--- src/rtl/sdram_para.sv ---
// Shared encodings for the SDRAM controller: arbiter states and SDRAM command words.
package sdram_para;

  typedef enum logic [2:0] {
    S_INIT  = 3'd0,
    S_ARBIT = 3'd1,
    S_AREF  = 3'd2,
    S_WRITE = 3'd3,
    S_READ  = 3'd4
  } arb_state_t;

  // {cs_n, ras_n, cas_n, we_n}
  localparam logic [3:0] CMD_NOP   = 4'b0111;
  localparam logic [3:0] CMD_ACT   = 4'b0011;
  localparam logic [3:0] CMD_READ  = 4'b0101;
  localparam logic [3:0] CMD_WRITE = 4'b0100;
  localparam logic [3:0] CMD_PREGE = 4'b0010;
  localparam logic [3:0] CMD_AREF  = 4'b0001;

  localparam logic [11:0] PREGE_ALL_ADDR = 12'h400;

endpackage

--- src/rtl/sdram_arb_pick.sv ---
// Fixed-priority pick over {ref, wr, rd}; returns a one-hot winner, zero when idle.
module sdram_arb_pick (
  input  logic [2:0] rq,
  output logic [2:0] win
);

  always_comb begin
    win = 3'b000;
    if (rq[2])      win = 3'b100;
    else if (rq[1]) win = 3'b010;
    else if (rq[0]) win = 3'b001;
  end

endmodule

--- src/rtl/sdram_arbiter.sv ---
// SDRAM command-bus arbiter: init sequencing, then per-transaction grants to refresh/write/read.
// Optional grant timeout with sticky arb_tout output under SDRAM_ARB_TIMEOUT_EN.
module sdram_arbiter
  import sdram_para::*;
#(
  parameter int ADDR_WIDTH = 12,
  parameter int BA_WIDTH   = 2,
  parameter int CMD_WIDTH  = 4,
  parameter int TOUT_CYC   = 1023
) (
  input  logic                  clk,
  input  logic                  rst,
  input  logic                  init_end,
  input  logic [CMD_WIDTH-1:0]  init_cmd,
  input  logic [ADDR_WIDTH-1:0] init_addr,
  input  logic                  ref_rq,
  input  logic                  ref_end,
  input  logic [CMD_WIDTH-1:0]  ref_cmd,
  output logic                  ref_en,
  input  logic                  wr_rq,
  input  logic                  wr_end_flag,
  input  logic [CMD_WIDTH-1:0]  wr_cmd,
  input  logic [ADDR_WIDTH-1:0] wr_addr,
  input  logic [BA_WIDTH-1:0]   wr_bank_addr,
  output logic                  wr_en,
  input  logic                  rd_rq,
  input  logic                  rd_end_flag,
  input  logic [CMD_WIDTH-1:0]  rd_cmd,
  input  logic [ADDR_WIDTH-1:0] rd_addr,
  input  logic [BA_WIDTH-1:0]   rd_bank_addr,
  output logic                  rd_en,
  output logic [CMD_WIDTH-1:0]  sdram_cmd,
  output logic [ADDR_WIDTH-1:0] sdram_addr,
  output logic [BA_WIDTH-1:0]   sdram_ba,
  output logic                  arb_busy
`ifdef SDRAM_ARB_TIMEOUT_EN
  ,
  output logic                  arb_tout
`endif
);

  localparam logic [ADDR_WIDTH-1:0] A10_ADDR = ADDR_WIDTH'(PREGE_ALL_ADDR);

  arb_state_t state;
  logic [2:0] win;
  logic       tout_hit;

  sdram_arb_pick u_pick (
    .rq  ({ref_rq, wr_rq, rd_rq}),
    .win (win)
  );

  assign arb_busy = (state == S_AREF) || (state == S_WRITE) || (state == S_READ);

`ifdef SDRAM_ARB_TIMEOUT_EN
  logic [9:0] tout_cnt;

  assign tout_hit = arb_busy && (tout_cnt == 10'(TOUT_CYC));

  always_ff @(posedge clk or posedge rst) begin
    if (rst) begin
      tout_cnt <= '0;
      arb_tout <= 1'b0;
    end else begin
      if (state == S_ARBIT)           tout_cnt <= '0;
      else if (arb_busy && !tout_hit) tout_cnt <= tout_cnt + 10'd1;
      if (tout_hit) arb_tout <= 1'b1;
    end
  end
`else
  assign tout_hit = 1'b0;
`endif

  always_ff @(posedge clk or posedge rst) begin
    if (rst) begin
      state  <= S_INIT;
      ref_en <= 1'b0;
      wr_en  <= 1'b0;
      rd_en  <= 1'b0;
    end else begin
      ref_en <= 1'b0;
      wr_en  <= 1'b0;
      rd_en  <= 1'b0;
      case (state)
        S_INIT:  if (init_end) state <= S_ARBIT;
        S_ARBIT: begin
          // grant pulse lands on the first cycle of the new state
          if (win[2]) begin
            state  <= S_AREF;
            ref_en <= 1'b1;
          end else if (win[1]) begin
            state <= S_WRITE;
            wr_en <= 1'b1;
          end else if (win[0]) begin
            state <= S_READ;
            rd_en <= 1'b1;
          end
        end
        S_AREF:  if (ref_end || tout_hit)     state <= S_ARBIT;
        S_WRITE: if (wr_end_flag || tout_hit) state <= S_ARBIT;
        S_READ:  if (rd_end_flag || tout_hit) state <= S_ARBIT;
        default: state <= S_INIT;
      endcase
    end
  end

  // pins follow the owner with no added latency; held at NOP while in reset
  always_comb begin
    sdram_cmd  = CMD_NOP;
    sdram_addr = '0;
    sdram_ba   = '0;
    if (!rst) begin
      case (state)
        S_INIT: begin
          sdram_cmd  = init_cmd;
          sdram_addr = init_addr;
        end
        S_AREF: begin
          sdram_cmd  = ref_cmd;
          sdram_addr = A10_ADDR;
        end
        S_WRITE: begin
          sdram_cmd  = wr_cmd;
          sdram_addr = wr_addr;
          sdram_ba   = wr_bank_addr;
        end
        S_READ: begin
          sdram_cmd  = rd_cmd;
          sdram_addr = rd_addr;
          sdram_ba   = rd_bank_addr;
        end
        default: ;
      endcase
      if (tout_hit) begin
        sdram_cmd  = CMD_PREGE;
        sdram_addr = A10_ADDR;
        sdram_ba   = '0;
      end
    end
  end

endmodule

--- config.mk ---
export PLATFORM = sky130hd
export DESIGN_NAME = sdram_arbiter
export DESIGN_NICKNAME = d
export VERILOG_FILES = /design/src/rtl/sdram_para.sv /design/src/rtl/sdram_arb_pick.sv /design/src/rtl/sdram_arbiter.sv
export SDC_FILE = /design/constraint.sdc
export NUM_CORES = 1
export LEC_CHECK = 0
export BUFFER_PORTS_ARGS = -buffer_cell sky130_fd_sc_hd__clkbuf_2
export CAP_MARGIN = 15
export CORE_UTILIZATION = 37
export CTS_CLUSTER_SIZE = 20
export DETAILED_ROUTE_END_ITERATION = 12
export PLACE_DENSITY = 0.8
export SLEW_MARGIN = 20
export SYNTH_ARGS = -nofsm -noshare
export SYNTH_HDL_FRONTEND = slang
export SYNTH_SLANG_ARGS = --single-unit
--- constraint.sdc ---
create_clock -name clk -period 1.8 [get_ports clk]
set_clock_uncertainty 0.1 [all_clocks]
set_input_delay 0.09 -clock clk [delete_from_list [all_inputs] [get_ports clk]]
set_output_delay 0.09 -clock clk [all_outputs]
set_load 0.1 [all_outputs]
# After elaboration in Yosys (flattened, before gate mapping)
# Index checks and enable logic that the tools add are counted.
[word_totals]
memories = 0
reg_bits = 6
mem_bits_ro = 0
elab_cells = 43
mem_bits_rw = 0
in_bits = 65
latchBits = 0
[classes]
bitwise_logic = 0
div = 0
addsub = 0
n_eq_ne = 9
n_lt_le_gt_ge = 0
n_shift = 0
n_reduce_logical = 4
mux = 26
multipliers = 0
[op_table]
columns = ["op", "n"]
rows = [
  ["$pmux 12 s4", 1],
  ["$mux 3", 9],
  ["$pmux 4 s4", 1],
  ["$pmux 3 s5", 1],
  ["$mux 12", 1],
  ["$mux 1", 10],
  ["$ne 2x2->1 const B", 4],
  ["$eq 3x2->1 const B", 2],
  ["$reduce_and 5->1", 1],
  ["$mux 4", 1],
  ["$ne 4x1->1 const B", 1],
  ["$pmux 2 s2", 1],
  ["$eq 3x1->1 const B", 1],
  ["$eq 3x3->1 const B", 1],
  ["$logic_not 3->1", 1],
  ["$logic_or 1x1->1", 2],
  ["$mux 2", 1],
]

# Longest topological paths before layout
# Gate-level depths: netlist of the first run.
[depth]
ltp_word = 7
ltp_mapped = 6
ltp_nobuf = 3

# Cells and area by module
# A second synthesis of the first run with hierarchy kept.
[hier_totals]
cells_unflattened = 107
area_unflattened_um2 = 838.3
[modules_own_cells]
columns = ["mod", "area_per_inst_um2", "n_inst", "seq_area_each_um2", "cells_per_inst"]
rows = [
  ["sdram_arbiter", 812.0, 1, 150.1, 104],
  ["sdram_arb_pick", 26.3, 1, 0.0, 3],
]

# Worst setup path after synthesis of the first run
# OpenSTA, ideal clock, no wires.
[synth_path]
path_type = "register -> output"
startpoint = "register state[2]"
endpoint = "output sdram_addr[10]"
slack_ns = -0.783
path_stages_with_launch = 7
arrival_time_ns = 2.393
cell_sequence = "dfrtp_1 -> buf_6 -> buf_12 -> buf_6 -> nor2_1 -> a32oi_1 -> a21oi_1"
[synth_between]
elab_chain_len = 3
[synth_rtl]
columns = ["element", "line_no", "rtl"]
rows = [
  ["start, declared", "sdram_arbiter.sv:44", "arb_state_t state;"],
  ["start signal, assigned", "sdram_arbiter.sv:76", "state <= S_INIT;"],
  ["start signal, assigned", "sdram_arbiter.sv:85", "S_INIT: if (init_end) state <= S_ARBIT;"],
  ["start signal, assigned", "sdram_arbiter.sv:89", "state <= S_AREF;"],
  ["$eq 3x3->1, or another cell as far along", "sdram_arbiter.sv:113", "case (state)"],
  ["$pmux 12 s4 (*)", "sdram_arbiter.sv:113", ""],
  ["$mux 12 (*)", "sdram_arbiter.sv:112", "if (!rst) begin"],
  ["end, declared", "sdram_arbiter.sv:33", "output logic [ADDR_WIDTH-1:0] sdram_addr,"],
]
# Mark *: on every way between the ends. The rest lies on a longest branch, timed or not.

# Worst setup path after layout of the first run
[layout_path]
startpoint = "register state[1]"
endpoint = "output sdram_addr[1]"
# Same word-level chain as after synthesis.

==> metrics.md, run 1 <==
| Metric | Value |
|---|---|
| Final layout net count | between 200 and 300 |
| Area contributors post-synth | dfrtp_1, mux2_4, a22oi_2, buf_6, mux2_2 |
| Initial antenna violation count | 0 |
| Initial core utilization | between 30% and 40% |
| YS warnings | 0 |
| Library cells used by synthesis | 33 |
| Htree depth | 1 |
| Most frequent cells after synthesis | nor2_1, a22oi_2, mux2_4 |
| Outcome | complete, but fails checks |
| Worst rel slew slack | 63.85% |
| Clk sinks | 6 |
| DR vias | roughly 1500 |
| Hold Slack | a little under 8 ps |
| Final instance area | 0.002143 sq mm |
| Complex-gate fraction of the synthesized area | 32.59% |
| First-pass GRT wire length | 6.506 mm |
| #FFs+latches synth | 6 |
| Layout cells sized above 1 | 82.69% |
| Detailed Route Iter0 Violations | 78 |
| Worst Tran Pin Value | about 540 ps |
| DIE AREA | 0.002780 sq mm |
| Clk root buf | clkbuf_4 |
| # IOs | 87 |
| Placed cell area | 0.001747 sq mm |
| Post-route ant nets | 0 |
| Pin count of the biggest net entering global routing | 11 |
| Area leader, netlist | dfrtp_1 |
| Site row count | 18 |
| Leading cell type by number of instances after synthesis | nor2_1 |
| Detailed Route WL | about 5.6 mm |
| Period utilization | 108.5% |
| Simple-gate area share of the yosys netlist | between 10% and 20% |
| Post-DP HPWL | about 2.8 mm |
| Top cell type's share of synthesized area | between 15 and 20% |
| Avg Cell Area, Syn | 9.335 sq um |
| Number of max-cap violations | 0 |
| Worst-Skew Late Latency | between 200 and 300 ps |
| Post-Syn Area | ~950 sq um |
| FFs w/ async S/R, synth | 100.0% |
| EDFF count, synth | 0 |
| Cells after synthesis | approximately 100 |
| Drt first pass iters | 7 |
| # diodes | 0 |
| Final Critical Period | between 1500 and 2000 ps |
| Largest family of logic cells by synthesized area | compound AO/OA/AOI/OAI gates |
| RSZ-0062 raised after global routing | true |
| Total grt overflow | 0 |
| Post-route setup slack | -153.5 ps |
| Placer congestion estimate | slightly below 0.9 |
| Count of port buffers added during placement | 86 |
| Synth Flop Type | dfrtp_1 |
| Pre-CTS setup slack | ~60 ps |
| Core Area | 0.002455 sq mm |
| Worst setup SP type | flop |
| Max Fclk | just over 0.5 GHz |
| DRC Markers | 0 |
| Critical Path Sink Type | primary output |
| CTS Buf Count | 3 |
| WS Path Type | reg2out |
| Hold Fails Final Rpt | 0 |
| CTS tree | yes |
| Vias per cell | about 6.3 |
| Pwr dens | between 1500 and 2000 mW/mm^2 |
| WL/cell | 23.59 um |
| Hold/Removal Path Class | in2reg |
| Peak fanout along the critical path | 6 |
| Height of the chip | ~53 um |
| Sequential share of the synthesized area | 15.77% |
| CTS clk-pin slew, worst paths | about 60 ps |
| Fraction of the mapped netlist area in adder cells | 0% |
| Mux cell area share after synthesis | between 20% and 30% |
| CP required | approximately 1600 ps |
| Pleak | 0.9637 nW |
| Die Width | 52.73 um |
| Critical Path AT | about 1800 ps |
| Post-Synth XOR/XNOR Area | 0% |
| Vias in the first global route | about 1300 |
| Synth Net Count | 167 |
| Failing checks | setup timing |
| Global-route usage over all layers | between 30% and 40% |
| Clock tree buffer depth | 2 |
| Synthesis-to-finish area growth | 125.1% |
| Slew Limit Fails | 0 |
| Peak VDD IR | 1.530 mV |
| Setup violations, final | 19 |
## sequential cells by signal (all words and copies together) (netlist names)
signal  flops
rd_en       1
state       3
wr_en       1
ref_en      1
## cell families after synthesis
group	after synthesis
AOI/OAI and AO/OA	36
buffers and inverters	15
DFF	6
muxes	15
and+or+nand+nor	30
## worst paths after layout
kind | depth (start not counted) | start | slack, ps | to
max | 6 | state[1]$_DFFE_PP0P_ | -150 | sdram_addr[1]
min | 2 | rd_rq | 8 | rd_en$_DFF_PP0_
max reg2reg | 5 | state[1]$_DFFE_PP0P_ | 220 | state[0]$_DFFE_PP0P_
min reg2reg | 2 | state[1]$_DFFE_PP0P_ | 660 | ref_en$_DFF_PP0_
max in group asynchronous | 3 | rst | 970 | state[0]$_DFFE_PP0P_
min in group asynchronous | 3 | rst | 420 | state[1]$_DFFE_PP0P_
## critical path, stage by stage, from the launching register on
cell and delay, ps:
dfrtp_2 460, and3b_2 260, buf_6 150, buf_12 130
a22oi_1 220, nor2_2 80, buf_12 180
## cells in the final DEF, fill, tap and decap left out, types with 2 or more instances in the layout
master and instances:
a21oi_1 4, a21oi_2 2, a22oi_1 3, a22oi_2 12, a32oi_1 2, a32oi_4 2, and3_1 2, buf_12 22
buf_4 13, buf_6 5, clkbuf_2 67, clkbuf_4 3, dfrtp_1 3, dfrtp_2 3, inv_1 3, inv_2 2
mux2_2 5, mux2_4 9, nor2_1 2, nor2_2 3, nor2_4 12, o21ai_0 3, o21bai_4 2, o221ai_4 2
or3_1 2
## cell type report
cell class / count / area, sq um
repair buffers: 112 / 1020
multi-input cells: 82 / 890.9
fillers: 104 / 311.5
flip-flops and latches: 6 / 153.9
well taps: 30 / 37.54
clock buffers: 3 / 22.52
inverters: 5 / 18.77
## through the flow
step / setup TNS (ps) / utilization [%] / instances / power, mW
5_1_grt: -2449 / 87.31 / 238 / 3.732
3_3_place_gp: 0 / 71.15 / 216 / 2.755
2_1_floorplan: -2444 / - / 102 / 2.097
4_1_cts: -901.0 / 84.05 / 234 / 3.355
3_5_place_dp: 0 / 71.15 / 216 / 2.805
6_report: -1947 / 87.31 / 238 / 3.638
## power breakdown
group          internal [mW]  switching, mW
registers              0.177         0.0544
clock network         0.0765         0.0649
logic                   1.27           2.00
## routing by layer
metal / GRT usage, % / vias to the layer above / wire, um
li1: - / 609 / -
met4: 20.18 / 0 / 532
met1: 37.11 / 692 / 1751
met5: 0 / - / 0
met3: 7.536 / 51 / 596
met2: 56.33 / 154 / 2734
## repair_timing
action / 4_1_cts / 5_1_grt
hold buffers: 1 / 0
hold endpoints to repair: 6 / 0
pin swaps: 13 / 13
gates resized for setup: 23 / 11
cloned: 4 / 0
endpoints found under the setup margin: 18 / 19
buffers inserted: 10 / 4
Power figures use the tool's default switching activity.
==> run 2, diff against run 1 <==
--- a/config.mk
+++ b/config.mk
@@ -10,6 +10,7 @@
 export CORE_UTILIZATION = 37
 export CTS_CLUSTER_SIZE = 20
 export DETAILED_ROUTE_END_ITERATION = 12
+export MAX_ROUTING_LAYER = met4
 export PLACE_DENSITY = 0.8
 export SLEW_MARGIN = 20
 export SYNTH_ARGS = -nofsm -noshare
==> constraint.sdc (replaced) <==
create_clock -name clk -period 1.9 [get_ports clk]
set_clock_uncertainty 0.1 [all_clocks]
set_input_delay 0.095 -clock clk [delete_from_list [all_inputs] [get_ports clk]]
set_output_delay 0.095 -clock clk [all_outputs]
set_load 0.1 [all_outputs]
==> run 2 against run 1 <==
The flow still finishes with violations (setup timing). Combinational power fell by 7.1%. Sequential power fell by 2%. Sequential cell count did not move. First-iteration DRC count fell by 22%. Setup slack improved by 94 ps. Sequential share of layout area rose by 0.26 points. Non-clock buffer count fell by 1. Global-route usage fell by 6.6 points. Clock power fell by 4%. Wire length fell by 14%. Largest power group unchanged.
==> metrics.md, run 2 (synthesis gave the netlist of run 1 again) <==
| Metric | Value |
|---|---|
| Outcome | complete, but fails checks |
| Failing checks | setup timing |
| CP Cell Sequence | buf_4 > and3b_2 > buf_12 > a22oi_2 > nor2_4 > buf_12 |
| Detailed Route WL | 4.822 mm |
| Drt first pass iters | 4 |
| Pleak | 0.9505 nW |
| # IOs | 87 |
| Vias per cell | between 5 and 6 |
| Count of port buffers added during placement | between 80 and 90 |
| Hold Slack | 22.66 ps |
| Part of the power in registers | under 10% |
| CTS Buf Count | 3 |
| WS Path Type | reg2out |
| Detailed Route Iter0 Violations | 61 |
| Site row count | 18 |
| First-pass GRT wire length | 5.202 mm |
| Worst rel slew slack | between 60% and 70% |
| Global-route usage over all layers | a little over a quarter |
| Pwr Total | about 3.4 mW |
| Placed cell area | 0.001797 sq mm |
| Pint | about 1.4 mW |
| Hold path cells | 3 |
| Reg with most FFs | state |
| Hold Fails Final Rpt | 0 |
| Fillcell total | 112 |
| Switching share of total power | a little under three fifths |
| Clk pwr share | under 10% |
| Worst path max stage delay | roughly 440 ps |
| RSZ-0062 raised after global routing | true |
| Slew Limit Fails | 0 |
| Htree depth | 1 |
| Commonest cells after routing, fill and taps aside | clkbuf_2, buf_12, buf_4, a22oi_2, nor2_4 |
| DIE AREA | 0.002780 sq mm |
| Synthesis-to-finish area growth | 117.2% |
| Peak VDD IR | 1.227 mV |
| Height of the chip | around 53 um |
| R2r endpoint | state[0]$_DFFE_PP0P_ |
| Most common cell after layout, fill and taps aside | clkbuf_2 |
| Critical Path Sink Type | primary output |
| Final layout net count | approximately 270 |
| Initial core utilization | around two fifths |
| Setup violations, final | 16 |
| Hold/Removal Path Class | in2reg |
| Peak fanout along the critical path | 11 |
| CP required | between 1500 and 2000 ps |
| Pin count of the biggest net entering global routing | 15 |
| DRC Markers | 0 |
| Period utilization | 103.1% |
| Hold path start | rd_end_flag |
| Initial antenna violation count | 0 |
| Worst Tran Pin Value | 541.4 ps |
| DR vias | between 1000 and 1500 |
| Clk sinks | 6 |
| Max Fclk | between 0.5 and 0.6 GHz |
| Die Width | approximately 53 um |
| Setup_tns | -285.1 ps |
| Number of max-cap violations | 0 |
| Critical path's slowest cell | dfrtp_2 |
| Final Critical Period | about 2000 ps |
| Vias in the first global route | between 1000 and 1500 |
| Clock tree buffer depth | 2 |
| Worst-Skew Late Latency | roughly 260 ps |
| Pwr dens | 1639 mW/mm^2 |
| Post-route ant nets | 0 |
| Worst setup SP type | flop |
| Post-DP HPWL | 2.815 mm |
| Psw | about 2 mW |
| CTS clk-pin slew, worst paths | 60 ps |
| Final instance area | just over 0.002 sq mm |
| FF-to-FF Start | state[1]$_DFFE_PP0P_ |
| Max reg flops | 3 |
| Post-route setup slack | -59.40 ps |
| R2R Setup Slk | roughly 400 ps |
| Core Area | around 0.0025 sq mm |
| CTS tree | yes |
| Worst r2r path cells | 6 |
| Layout Cells excl Fill | ~240 |
| WL/cell | slightly above 20 um |
| # diodes | 0 |
| Placer congestion estimate | 0.8956 |
| Combinational Power Share | roughly nine tenths |
| Cells after DPL | between 200 and 250 |
| Cell mode on critical path | buf_12 |
| Clk root buf | clkbuf_4 |
| Critical Path AT | around 1800 ps |
| Layout cells sized above 1 | slightly above 80% |
| WHS Endpoint | state[2]$_DFFE_PP0P_ |
| Total grt overflow | 0 |
-- run 2: what timing repair did --
| item | 4_1_cts | 5_1_grt |
|---|---|---|
| gates cloned | 1 | 1 |
| hold buffers | 1 | 0 |
| buffers inserted | 3 | 9 |
| pin swaps | 5 | 6 |
| gates resized for setup | 14 | 11 |
| hold endpoints to repair | 6 | 0 |
| setup endpoints to repair | 16 | 16 |
-- run 2: final cells by class --
type	count	area [sq um]	area share (%)
sequential	6	153.9	7.441
tap	30	37.54	1.815
inverter	5	18.77	0.9074
clock buffer	3	22.52	1.089
timing repair buffer	111	998.5	48.28
multi-input combinational	81	837.1	40.47
-- run 2: how the worst max path moves through the flow --
stage / startpoint / endpoint / cells past startpoint / slack, ps
2_1_floorplan: state[2]$_DFFE_PP0P_ / sdram_addr[10] / 6 / -80
3_3_place_gp: state[2]$_DFFE_PP0P_ / sdram_addr[10] / 5 / 190
3_5_place_dp: state[2]$_DFFE_PP0P_ / sdram_addr[10] / 5 / 140
4_1_cts: state[2]$_DFFE_PP0P_ / sdram_cmd[1] / 4 / -5
5_1_grt: state[2]$_DFFE_PP0P_ / sdram_addr[3] / 6 / -90
6_report: state[2]$_DFFE_PP0P_ / sdram_addr[3] / 6 / -60
-- run 2: power by group through the flow --
stage          sequential, mW  combinational (mW)  clock [mW]
5_1_grt                 0.231                3.10       0.139
6_report                0.228                3.03       0.135
4_1_cts                 0.222                2.73       0.125
3_5_place_dp            0.217                2.57           0
2_1_floorplan           0.274                1.78           0
3_3_place_gp            0.213                2.51           0
-- run 2: metal layers --
metal  GRT usage (%)  share of wire [%]  vias to the layer above
met4           10.53                4.6                        0
met1           29.90                 33                      660
met2           47.89                 53                      104
met3           2.609                9.3                       23
met5               -                  0                        -
li1                -                  -                      595
-- run 2: per-stage QoR --
step / utilization [%] / setup WS, ps
2_1_floorplan: - / -76.73
3_3_place_gp: 73.19 / 192.1
3_5_place_dp: 73.19 / 136.5
4_1_cts: 79.05 / -4.792
5_1_grt: 84.25 / -87.08
6_report: 84.25 / -59.40
-- run 2: critical path, delay by kind of cell (launching register included) --
family,cells,cell delay [ps]
simple gates,2,440
compound gates,1,110
buf+inv,3,500
flops,1,440
==> run 3, diff against run 2 <==
==> constraint.sdc (replaced) <==
create_clock -name clk -period 1.9 [get_ports clk]
set_clock_uncertainty 0.1 [all_clocks]
set_input_delay 0.285 -clock clk [delete_from_list [all_inputs] [get_ports clk]]
set_output_delay 0.285 -clock clk [all_outputs]
set_load 0.1 [all_outputs]
==> run 3 against run 2 <==
The run still ends with setup timing left. Utilization up 1.2 points. First-iteration DRC count is 28% lower. Non-clock buffer count up 1. Global-route usage is 4.1 points higher. Sequential cell count stayed put. Critical path depth decreased by 1. Count of clock-buffer cells in the layout is the same.
==> metrics.md, run 3 (synthesis gave the netlist of run 1 again) <==
| Metric | Value |
|---|---|
| # diodes | 0 |
| Post-route ant nets | 0 |
| Max Fclk | approximately 0.46 GHz |
| DR vias | about 1400 |
| Hold/Removal Path Class | in2async |
| First-pass GRT wire length | about 6 mm |
| RSZ-0062 raised after global routing | true |
| Number of max-cap violations | 0 |
| Clock tree buffer depth | 2 |
| CTS clk-pin slew, worst paths | approximately 50 ps |
| Clk sinks | 6 |
| Height of the chip | 52.73 um |
| Detailed Route WL | around 5.4 mm |
| Initial antenna violation count | 0 |
| Count of port buffers added during placement | 86 |
| Worst path max stage delay | between 400 and 500 ps |
| CP Cell Sequence | buf_12 > a21o_1 > a21oi_1 > o221ai_4 > buf_12 |
| Critical path's slowest cell | dfrtp_2 |
| Cell mode on critical path | buf_12 |
| Slew Limit Fails | 0 |
| Peak fanout along the critical path | 12 |
| Critical Path Sink Type | primary output |
| Post-Route Utilization | between 80% and 90% |
| Total grt overflow | 0 |
| Worst setup SP type | flop |
| Hold Fails Final Rpt | 0 |
| Vias in the first global route | approximately 1200 |
| R2R Setup Slk | ~350 ps |
| Layout Cells excl Fill | around 240 |
| CP required | ~1500 ps |
| Vias per cell | 5.975 |
| Failing checks | setup timing |
| Post-route setup slack | -296.0 ps |
| Worst-Skew Late Latency | around 270 ps |
| Post-DP HPWL | 2.898 mm |
| Final Critical Period | roughly 2200 ps |
| Peak VDD IR | about 1.8 mV |
| Pleak | ~0.95 nW |
| Global-route usage over all layers | a little under a third |
| Setup violations, final | 19 |
| Pin count of the biggest net entering global routing | 24 |
| DRC Markers | 0 |
| Max reg flops | 3 |
| WS Path Type | reg2out |
| Period utilization | 115.6% |
| Cells after DPL | ~220 |
| R2r endpoint | state[2]$_DFFE_PP0P_ |
| Commonest cells after routing, fill and taps aside | clkbuf_2, buf_12, buf_4, nor2_4, a22oi_2 |
| Outcome | complete, but fails checks |
| Worst Tran Pin Value | 542.7 ps |
| Htree depth | 1 |
| Reg with most FFs | state |
| CTS Buf Count | 3 |
| FF-to-FF Start | state[2]$_DFFE_PP0P_ |
| WL/cell | around 23 um |
| CP bufs+invs | 2 |
| Most common cell after layout, fill and taps aside | clkbuf_2 |
| Core Area | around 0.0025 sq mm |
| Synthesis-to-finish area growth | 120.4% |
| Pwr dens | roughly 1700 mW/mm^2 |
| Worst r2r path cells | 5 |
| DIE AREA | ~0.0028 sq mm |
| Critical Path AT | roughly 1800 ps |
| Final layout net count | 274 |
| # IOs | between 80 and 90 |
| Clk root buf | clkbuf_4 |
| Site row count | 18 |
| Crit-path leading delay family | compound AO/OA/AOI/OAI gates |
| Detailed Route Iter0 Violations | between 40 and 50 |
| Placer congestion estimate | between 0.9 and 1 |
| Die Width | 52.73 um |
| Initial core utilization | roughly two fifths |
| Drt first pass iters | 4 |
| CTS tree | yes |
| Layout cells sized above 1 | between 80% and 90% |
| Worst rel slew slack | 63.97% |
==> run 3: changes by cell type in the layout (fill, tap and decap cells not counted), moves of 2 or more <==
cell	delta
a21oi_1	+2
a21oi_2	-2
a22oi_1	+2
a22oi_2	-2
a32oi_1	-2
a32oi_4	+2
buf_4	+2
nor2_2	-3
nor2_4	+3
==> run 3: metal layers <==
metal  routed length (um)  global-route usage (%)  vias to the layer above  share of wire [%]
met4                  252                   15.35                        0                4.7
met2                 2710                   54.85                      125                 51
li1                     -                       -                      597                  -
met1                 1991                   32.87                      668                 37
met5                    0                       -                        -                  0
met3                  405                   4.058                       26                7.6
==> run 3: tightest hold or removal path: stages <==
cell and delay, ps:
clkbuf_2 90, buf_4 170, inv_1 200
==> run 3: cell type report <==
type / count / area, sq um
clock buffer: 3 / 22.52
inverter: 5 / 18.77
tap: 30 / 37.54
timing repair buffer: 112 / 989.7
fill: 110 / 356.6
multi-input combinational: 81 / 877.1
sequential: 6 / 152.6
==> run 3: worst max-delay path by stage <==
stage | from | endpoint | slack [ps] | cells after the start
final | state[2]$_DFFE_PP0P_ | sdram_cmd[2] | -300 | 5
after floorplan | state[2]$_DFFE_PP0P_ | sdram_addr[10] | -9 | 6
after CTS | state[2]$_DFFE_PP0P_ | sdram_addr[5] | -210 | 6
after detailed placement | state[1]$_DFFE_PP0P_ | sdram_addr[10] | -50 | 5
after global routing | state[2]$_DFFE_PP0P_ | sdram_cmd[1] | -320 | 5
after global placement | state[2]$_DFFE_PP0P_ | sdram_addr[10] | 5 | 5
==> run 3: what timing repair did <==
action | CTS | global route
gates resized for setup | 5 | 10
endpoints found under the setup margin | 18 | 19
gates cloned | 0 | 1
pin swaps | 1 | 5
hold buffers | 0 | 0
buffers inserted | 6 | 8
==> run 3: power breakdown <==
group | switching, mW | internal [mW] | leakage (nW)
sequential | 0.0500 | 0.166 | 0.0762
combinational | 1.90 | 1.23 | 0.855
clock | 0.0608 | 0.0724 | 0.0138
==> run 3: stage by stage <==
step / power (mW) / setup WS [ps] / instance area (sq um) / TNS (ps) / hold WS (ps)
6_report: 3.476 / -296.0 / 2098 / -4386 / 6.157
5_1_grt: 3.554 / -318.3 / 2098 / -4685 / 40.21
4_1_cts: 3.126 / -209.7 / 1957 / -3091 / 20.39
3_5_place_dp: 2.877 / -52.77 / 1859 / -234.7 / 293.4
3_3_place_gp: 2.822 / 4.540 / 1859 / 0 / 273.3
2_1_floorplan: 2.117 / -8.707 / 1115 / -53.33 / -24.04
